**config.mk**
```make
export PLATFORM = sky130hd
export DESIGN_NAME = fwd_hazard_ctrl
export DESIGN_NICKNAME = d
export VERILOG_FILES = /design/src/rtl/fwd_hazard_ctrl_pkg.sv /design/src/rtl/fwd_hazard_ctrl_src_sel.sv /design/src/rtl/fwd_hazard_ctrl.sv
export SDC_FILE = /design/constraint.sdc
export NUM_CORES = 1
export LEC_CHECK = 0
export CORE_UTILIZATION = 50
export DETAILED_ROUTE_END_ITERATION = 12
export PLACE_DENSITY = 0.86
export SYNTH_ARGS = -nofsm -noshare
export SYNTH_HDL_FRONTEND = slang
export SYNTH_SLANG_ARGS = --single-unit
```
**constraint.sdc**
```tcl
create_clock -name i_clk -period 5.2 [get_ports i_clk]
set_clock_uncertainty 0.05 [all_clocks]
set_input_delay 1.56 -clock i_clk [delete_from_list [all_inputs] [get_ports i_clk]]
set_output_delay 1.56 -clock i_clk [all_outputs]
set_load 0.01 [all_outputs]
```
**src/rtl/fwd_hazard_ctrl_pkg.sv**
```systemverilog
// Shared pipeline definitions for the forwarding/hazard controller:
// select encodings, register-index width and the shadow-stage record.
package fwd_hazard_ctrl_pkg;

    localparam int NB_REG_DEF = 5;

    localparam logic [1:0] FWD_SEL_RF    = 2'b00;
    localparam logic [1:0] FWD_SEL_WB    = 2'b01;
    localparam logic [1:0] FWD_SEL_EXMEM = 2'b10;

    typedef struct packed {
        logic                  valid;
        logic [NB_REG_DEF-1:0] rd;
        logic                  reg_write;
        logic                  mem_read;
    } shadow_t;

    localparam shadow_t SHADOW_EMPTY = '{
        valid:     1'b0,
        rd:        {NB_REG_DEF{1'b0}},
        reg_write: 1'b0,
        mem_read:  1'b0
    };

    // True when a tracked stage will write a nonzero rd that matches rs.
    function automatic logic shadow_hits(input shadow_t s, input logic [NB_REG_DEF-1:0] rs);
        return s.valid && s.reg_write &&
               (rs != {NB_REG_DEF{1'b0}}) && (s.rd == rs);
    endfunction

endpackage

```
**src/rtl/fwd_hazard_ctrl_src_sel.sv**
```systemverilog
// Per-operand forward source picker: the younger (EX) producer beats the
// older (MEM) one; anything else reads the register file.
module fwd_src_sel
    import fwd_hazard_ctrl_pkg::*;
(
    input  logic [NB_REG_DEF-1:0] rs,
    input  shadow_t               ex_stage,
    input  shadow_t               mem_stage,
    output logic [1:0]            sel
);

    // Priority select between the two tracked producers.
    always_comb begin
        sel = FWD_SEL_RF;
        if (shadow_hits(ex_stage, rs)) begin
            sel = FWD_SEL_EXMEM;
        end else if (shadow_hits(mem_stage, rs)) begin
            sel = FWD_SEL_WB;
        end else begin
            sel = FWD_SEL_RF;
        end
    end

endmodule

```
**src/rtl/fwd_hazard_ctrl.sv**
```systemverilog
// Forwarding and load-use hazard controller sitting beside ID: registers
// EX operand-mux selects and raises same-cycle stall/bubble controls.
module fwd_hazard_ctrl
    import fwd_hazard_ctrl_pkg::*;
#(
    parameter int NB_REG = NB_REG_DEF
) (
    input  logic              i_clk,
    input  logic              i_rst_n,
    input  logic              i_en,
    input  logic              i_flush,
    input  logic              i_id_valid,
    input  logic [NB_REG-1:0] i_id_rs1,
    input  logic [NB_REG-1:0] i_id_rs2,
    input  logic [NB_REG-1:0] i_id_rd,
    input  logic              i_id_reg_write,
    input  logic              i_id_mem_read,
    output logic [1:0]        o_fwd_a_sel,
    output logic [1:0]        o_fwd_b_sel,
    output logic              o_stall,
    output logic              o_bubble
);

    shadow_t    ex_r;
    shadow_t    mem_r;
    shadow_t    ex_nxt_s;
    logic [1:0] sel_a_s;
    logic [1:0] sel_b_s;
    logic       load_use_s;

    fwd_src_sel u_sel_a (
        .rs        (i_id_rs1),
        .ex_stage  (ex_r),
        .mem_stage (mem_r),
        .sel       (sel_a_s)
    );

    fwd_src_sel u_sel_b (
        .rs        (i_id_rs2),
        .ex_stage  (ex_r),
        .mem_stage (mem_r),
        .sel       (sel_b_s)
    );

    // Load in EX whose result the ID instruction needs next cycle.
    always_comb begin
        load_use_s = 1'b0;
        if (i_id_valid && ex_r.valid && ex_r.mem_read &&
            (ex_r.rd != {NB_REG_DEF{1'b0}}) &&
            ((ex_r.rd == i_id_rs1) || (ex_r.rd == i_id_rs2))) begin
            load_use_s = 1'b1;
        end else begin
            load_use_s = 1'b0;
        end
    end

    // A flush kills ID outright, so it never needs to hold the front end.
    assign o_stall  = load_use_s & ~i_flush;
    assign o_bubble = load_use_s | i_flush;

    // Record entering EX: the ID instruction, or an empty slot when killed.
    always_comb begin
        ex_nxt_s = SHADOW_EMPTY;
        if (i_id_valid && !o_bubble) begin
            ex_nxt_s.valid     = 1'b1;
            ex_nxt_s.rd        = i_id_rd;
            ex_nxt_s.reg_write = i_id_reg_write;
            ex_nxt_s.mem_read  = i_id_mem_read;
        end else begin
            ex_nxt_s = SHADOW_EMPTY;
        end
    end

    // Shadow pipeline and registered mux selects; everything holds when frozen.
    always_ff @(posedge i_clk or negedge i_rst_n) begin
        if (!i_rst_n) begin
            ex_r        <= SHADOW_EMPTY;
            mem_r       <= SHADOW_EMPTY;
            o_fwd_a_sel <= FWD_SEL_RF;
            o_fwd_b_sel <= FWD_SEL_RF;
        end else if (i_en) begin
            mem_r       <= ex_r;
            ex_r        <= ex_nxt_s;
            o_fwd_a_sel <= ex_nxt_s.valid ? sel_a_s : FWD_SEL_RF;
            o_fwd_b_sel <= ex_nxt_s.valid ? sel_b_s : FWD_SEL_RF;
        end
    end

endmodule
```
==> results.json, run 1 <==
{
  "ir_drop_v": 0.000169,
  "setup_violations": 0,
  "clock_path_buffers": 2,
  "r2r_cells": 6,
  "synth_top_area_frac": 0.458,
  "numCtsBuffers": 3,
  "grt_pass1_wl_mm": 3.69,
  "drtPass1Iterations": 5,
  "swShare": 0.267,
  "synth.cell_area_sq_um": 1040,
  "cp-end-kind": "primary output",
  "start_util": 0.529,
  "hold_buffers": 0,
  "layout_min_cycle_time_ns": 5.05,
  "fmax_mhz": 198,
  "initialDrtViolationCount": 21,
  "grt_setup_unrepaired": "false",
  "fin_cells": 144,
  "slowest_stage": "clkdlybuf4s50_1",
  "power_density_nw_per_um2": 219,
  "postRouteAntennaNets": 0,
  "yosysTopAreaCell": "dfrtp_1",
  "regToRegSetupSlack_ns": 3.32,
  "slowest_delay_ns": 0.54,
  "synthDistinctLibCells": 22,
  "crit_start": "i_id_rs2[3]",
  "power_switching_uw": 79.4,
  "numClockSinks": 19,
  "antenna_found_initial": 0,
  "synth_seq_cells": 19,
  "fill_cells": 163,
  "core_area_sq_um": 1960,
  "synthTopCellsByCount": "dfrtp_1, xor2_1, a32o_1",
  "cts_tree": "done",
  "r2r_start": "ex_r[5]",
  "synth-edff-count": 0,
  "insertion_delay_ns": 0.29,
  "final_nets": 140,
  "outcome": "finished, final reports clean",
  "cp_common_cell": "clkdlybuf4s50_1",
  "setup_tns_ns": 0,
  "syn_nets": 111,
  "synth-main-ff-cell": "dfrtp_1",
  "die_y_um": 47.5,
  "synth_most_common_cell": "dfrtp_1",
  "worst-path-max-fanout": 3,
  "endpoint": "o_stall",
  "p_int_uw": 218,
  "drive_gt1_frac": 0.128,
  "wl_per_cell_um": 17.0,
  "synth_cells": 89,
  "finalMaxSlewViolations": 0,
  "placed_cells": 140,
  "grt_pass1_vias": 809,
  "avgSynthCellArea_sq_um": 11.7,
  "max-cap-violations": 0,
  "post_cts_buffers": 0,
  "htreeDepth": 1,
  "hold_viol_final": 0,
  "drc": 0,
  "yosys_warnings": 0,
  "track_usage": 0.245,
  "tightestPinTransition_ns": 0.822,
  "cp.arrival_ns": 3.44,
  "cts_root_buf": "clkbuf_4",
  "syn_to_final_growth_pct": 30.5,
  "globalplace.congestion": 0.820,
  "slew-limit-headroom": 0.450,
  "via_count": 835,
  "die-width_um": 47.5,
  "crit_chain": "clkdlybuf4s50_1 > xor2_1 > nor4_4 > nand2_1 > a21o_2 > nor2_1 > clkdlybuf4s50_1",
  "rr_endpoint": "ex_r[3]",
  "die_area_sq_um": 2260,
  "p_leak_uw": 0.000580,
  "antenna_cells": 0,
  "grt.overflow.total": 0,
  "totalWireLength_mm": 2.44,
  "synth_seq_area_share": 0.458,
  "period_share": 0.972,
  "clk_pin_slew_ns": 0.10,
  "hp-class": "flip-flop to flip-flop",
  "async_flop_share": 1.00,
  "grt_max_degree": 20,
  "port_buffers": 27,
  "cts_resized": 0,
  "crit_required_ns": 3.59,
  "ios": 28,
  "start_kind": "input pin",
  "clkPwrFrac": 0.248,
  "sequentialPowerShare": 0.559,
  "via_per_inst": 5.80,
  "yosys-top-cells-area": "dfrtp_1, a32o_1, xor2_1",
  "p_comb_frac": 0.193,
  "worstSetupPathType": "input pin to primary output",
  "placementRows": 16
}
## metrics by stage
step / hold WS (ns) / setup WS [ns] / area [sq um] / utilization / power, uW
finish: 0.453 / 0.146 / 1350 / 0.690 / 297
global route: 0.492 / 0.0554 / 1350 / 0.690 / 315
CTS: 0.455 / 0.125 / 1350 / 0.690 / 301
detailed placement: 0.430 / 0.128 / 1330 / 0.676 / 226
global placement: 0.426 / 0.156 / 1330 / 0.676 / 223
floorplan: 0.416 / 0.990 / 1040 / - / 196
## flip-flops by register name, indices dropped and copies added (netlist names)
signal	flops
ex_r	8
mem_r	7
o_fwd_a_sel	2
o_fwd_b_sel	2
## cell type report
type	instances	area [sq um]	share of cell area
Tap cell	27	33.8	0.0250
Timing Repair Buffer	28	278	0.205
Clock buffer	3	22.5	0.0166
Inverter	2	7.51	0.00555
Clock inverter	1	5.00	0.00370
Sequential cell	19	475	0.351
Multi-Input combinational cell	64	532	0.393
## worst min path at each step
stage	to	startpoint	cells past startpoint
finish	o_fwd_a_sel[1]	o_fwd_a_sel[1]	1
global route	o_fwd_a_sel[1]	o_fwd_a_sel[1]	1
CTS	o_fwd_a_sel[1]	o_fwd_a_sel[1]	1
detailed placement	o_fwd_a_sel[1]	o_fwd_a_sel[1]	1
global placement	o_fwd_a_sel[1]	o_fwd_a_sel[1]	1
floorplan	ex_r[0]	ex_r[0]	1
## critical path, delay by kind of cell
kind                   cells  cell delay [ns]
AO/OA/AOI/OAI              1             0.23
XOR/XNOR                   1             0.19
buffers and inverters      2             1.01
AND/OR/NAND/NOR            3             0.46
## logic make-up after synthesis
family | after synthesis | synth area share
multiplexers | 7 | 0.0760
XOR/XNOR | 20 | 0.169
AO/OA/AOI/OAI | 15 | 0.140
buffers and inverters | 6 | 0.0290
flip-flops | 19 | 0.458
AND/OR/NAND/NOR | 22 | 0.128
## power by group through the flow
stage          Sequential [uW]  Combinational [uW]  Clock [uW]
2_1_floorplan              165                30.4           0
3_3_place_gp               168                55.2           0
3_5_place_dp               169                57.3           0
4_1_cts                    166                57.7        77.2
5_1_grt                    167                62.2        86.2
6_report                   166                57.3        73.6
## metal layers
layer	GRT usage	up-vias	share of wire
met5	0	-	0
met4	0.0944	0	0.014
met3	0.0340	4	0.032
met2	0.419	28	0.53
met1	0.316	414	0.43
li1	-	389	-
## cell usage in the layout, fill, tap and decap left out, drive strengths merged
cell type / count
nand3: 3
nand2b: 1
xor2: 12
dfrtp: 19
o2111ai: 1
clkdlybuf4s50: 27
a22o: 1
clkinv: 1
nor3: 2
and4: 1
nor2: 5
nor4: 3
a21o: 1
o21a: 1
xnor2: 8
a32o: 11
mux2: 7
or4: 3
nand2: 3
buf: 1
nand4: 1
inv: 2
clkbuf: 3
Note: power is estimated with default switching activity, not from simulation.
==> inputs of run 2 (changes only) <==
CELL_PAD_IN_SITES_DETAIL_PLACEMENT = 0   (was unset)
CELL_PAD_IN_SITES_GLOBAL_PLACEMENT = 2   (was unset)
CORE_UTILIZATION = 32   (was 50)
GPL_TIMING_DRIVEN = 0   (was unset)
==> run 2 against run 1 <==
Critical path depth unchanged. Clock power about the same. Register-to-register slack about the same. Final cell count increased by 13%. Design area increased by 2.0%. Sequential cell count unchanged. Combinational power about the same.
==> results.json, run 2 (same netlist as run 1, synthesis figures left out) <==
{
  "largest_register": "ex_r",
  "placementRows": 20,
  "reg_top3": "ex_r (8), mem_r (7)",
  "cts_root_buf": "clkbuf_4",
  "worstSetupPathType": "input pin to primary output",
  "clock_path_buffers": 2,
  "cp_common_cell": "clkdlybuf4s50_1",
  "numCtsBuffers": 3,
  "whs_ns": 0.449,
  "setup_violations": 0,
  "tightestPinTransition_ns": 0.836,
  "period_share": 0.978,
  "worst-path-max-fanout": 5,
  "port_buffers": 26,
  "die_y_um": 58.9,
  "seqCellArea_sq_um": 475,
  "numClockSinks": 19,
  "antenna_cells": 0,
  "track_usage": 0.162,
  "post_cts_buffers": 0,
  "place_area_sq_um": 1350,
  "largest_register_ffs": 8,
  "multi_input_area_sq_um": 532,
  "ir_drop_v": 0.000126,
  "regToRegSetupSlack_ns": 3.31,
  "layout_commonest_cell": "clkdlybuf4s50_1",
  "slew-limit-headroom": 0.441,
  "crit_chain": "clkdlybuf4s50_1 > xor2_1 > nor4_4 > nand2_1 > a21o_2 > nand2b_1 > clkdlybuf4s50_1",
  "clk_pin_slew_ns": 0.10,
  "via_count": 853,
  "grt_pass1_vias": 854,
  "grt.overflow.total": 0,
  "start_util": 0.340,
  "critical_path_buf_inv_count": 2,
  "final_nets": 142,
  "slowest_stage": "clkdlybuf4s50_1",
  "cts_tree": "done",
  "p_leak_uw": 0.000595,
  "die_area_sq_um": 3470,
  "drive_gt1_frac": 0.126,
  "slowest_delay_ns": 0.53,
  "core_area_sq_um": 3050,
  "die-width_um": 58.9,
  "hp-class": "flip-flop to flip-flop",
  "cp.arrival_ns": 3.48,
  "setup_tns_ns": 0,
  "initialDrtViolationCount": 17,
  "syn_to_final_growth_pct": 33.2,
  "ios": 28,
  "hpwl_mm": 1.90,
  "via_per_inst": 5.23,
  "finalInstanceArea_sq_um": 1380,
  "path_delay_family": "buffers and inverters",
  "r2r_start": "ex_r[5]",
  "power_density_nw_per_um2": 215,
  "totalWireLength_mm": 2.46,
  "wl_per_cell_um": 15.1,
  "start_kind": "input pin",
  "drc": 0,
  "fill_cells": 302,
  "holdCritStartpoint": "o_fwd_b_sel[0]",
  "finalMaxSlewViolations": 0,
  "rr_endpoint": "ex_r[4]",
  "drtPass1Iterations": 4,
  "outcome": "finished, final reports clean",
  "max-cap-violations": 0,
  "hold_viol_final": 0,
  "insertion_delay_ns": 0.29,
  "antenna_found_initial": 0,
  "fmax_mhz": 197,
  "htreeDepth": 1,
  "grt_pass1_wl_mm": 4.17,
  "postRouteAntennaNets": 0,
  "crit_required_ns": 3.59,
  "grt_setup_unrepaired": "false",
  "r2r_cells": 6,
  "cp-end-kind": "primary output",
  "whs_path_depth": 1,
  "min_to": "o_fwd_b_sel[0]",
  "layout_min_cycle_time_ns": 5.09,
  "globalplace.congestion": 0.846,
  "final_cell_mix": "clkdlybuf4s50_1, dfrtp_1, xor2_1, a32o_1, xnor2_1",
  "grt_max_degree": 20
}
[run 2: where the power goes]
group / internal (uW) / switching [uW]
logic: 33.0 / 24.3
clock network: 28.6 / 44.9
registers: 156 / 10.1
[run 2: repair_timing]
item | CTS | global route
endpoints found under the setup margin | 1 | 1
hold endpoints to repair | 0 | 0
hold buffers | 0 | 0
resized for setup | 1 | 1
pin swaps | 1 | 1
cloned | 0 | 0
[run 2: how the worst max path moves through the flow]
stage / startpoint / end / slack, ns / cells after the start
after detailed placement: i_id_rs2[3] / o_stall / -0.07 / 8
after floorplan: i_id_rs2[3] / o_stall / 0.99 / 6
after global placement: i_id_rs2[3] / o_stall / -0.06 / 8
final: i_id_rs2[1] / o_bubble / 0.11 / 7
after CTS: i_id_rs2[0] / o_bubble / 0.08 / 7
after global routing: i_id_rs2[1] / o_bubble / 0.01 / 7
[run 2: per-stage QoR]
stage,cells,worst slack [ns],power (uW),util
floorplan,89,0.990,196,-
global placement,159,-0.0568,225,0.443
detailed placement,159,-0.0704,226,0.443
CTS,163,0.0814,301,0.452
global route,163,0.0139,314,0.452
finish,163,0.114,296,0.452
[run 2: layout make-up]
class	count	share of cell area
multi-input combinational	64	0.385
clock inverter	1	0.00362
timing repair buffer	26	0.189
clock buffer	3	0.0163
sequential	19	0.344
inverter	2	0.00543
buffer	4	0.0163
tap	44	0.0399
[run 2: routing by layer]
| metal | GRT usage | routed length (um) | vias to the layer above |
|---|---|---|---|
| met5 | 0 | 0 | - |
| met4 | 0.0612 | 27 | 0 |
| met3 | 0.0242 | 112 | 2 |
| met2 | 0.263 | 1150 | 23 |
| met1 | 0.219 | 1170 | 431 |
| li1 | - | - | 397 |
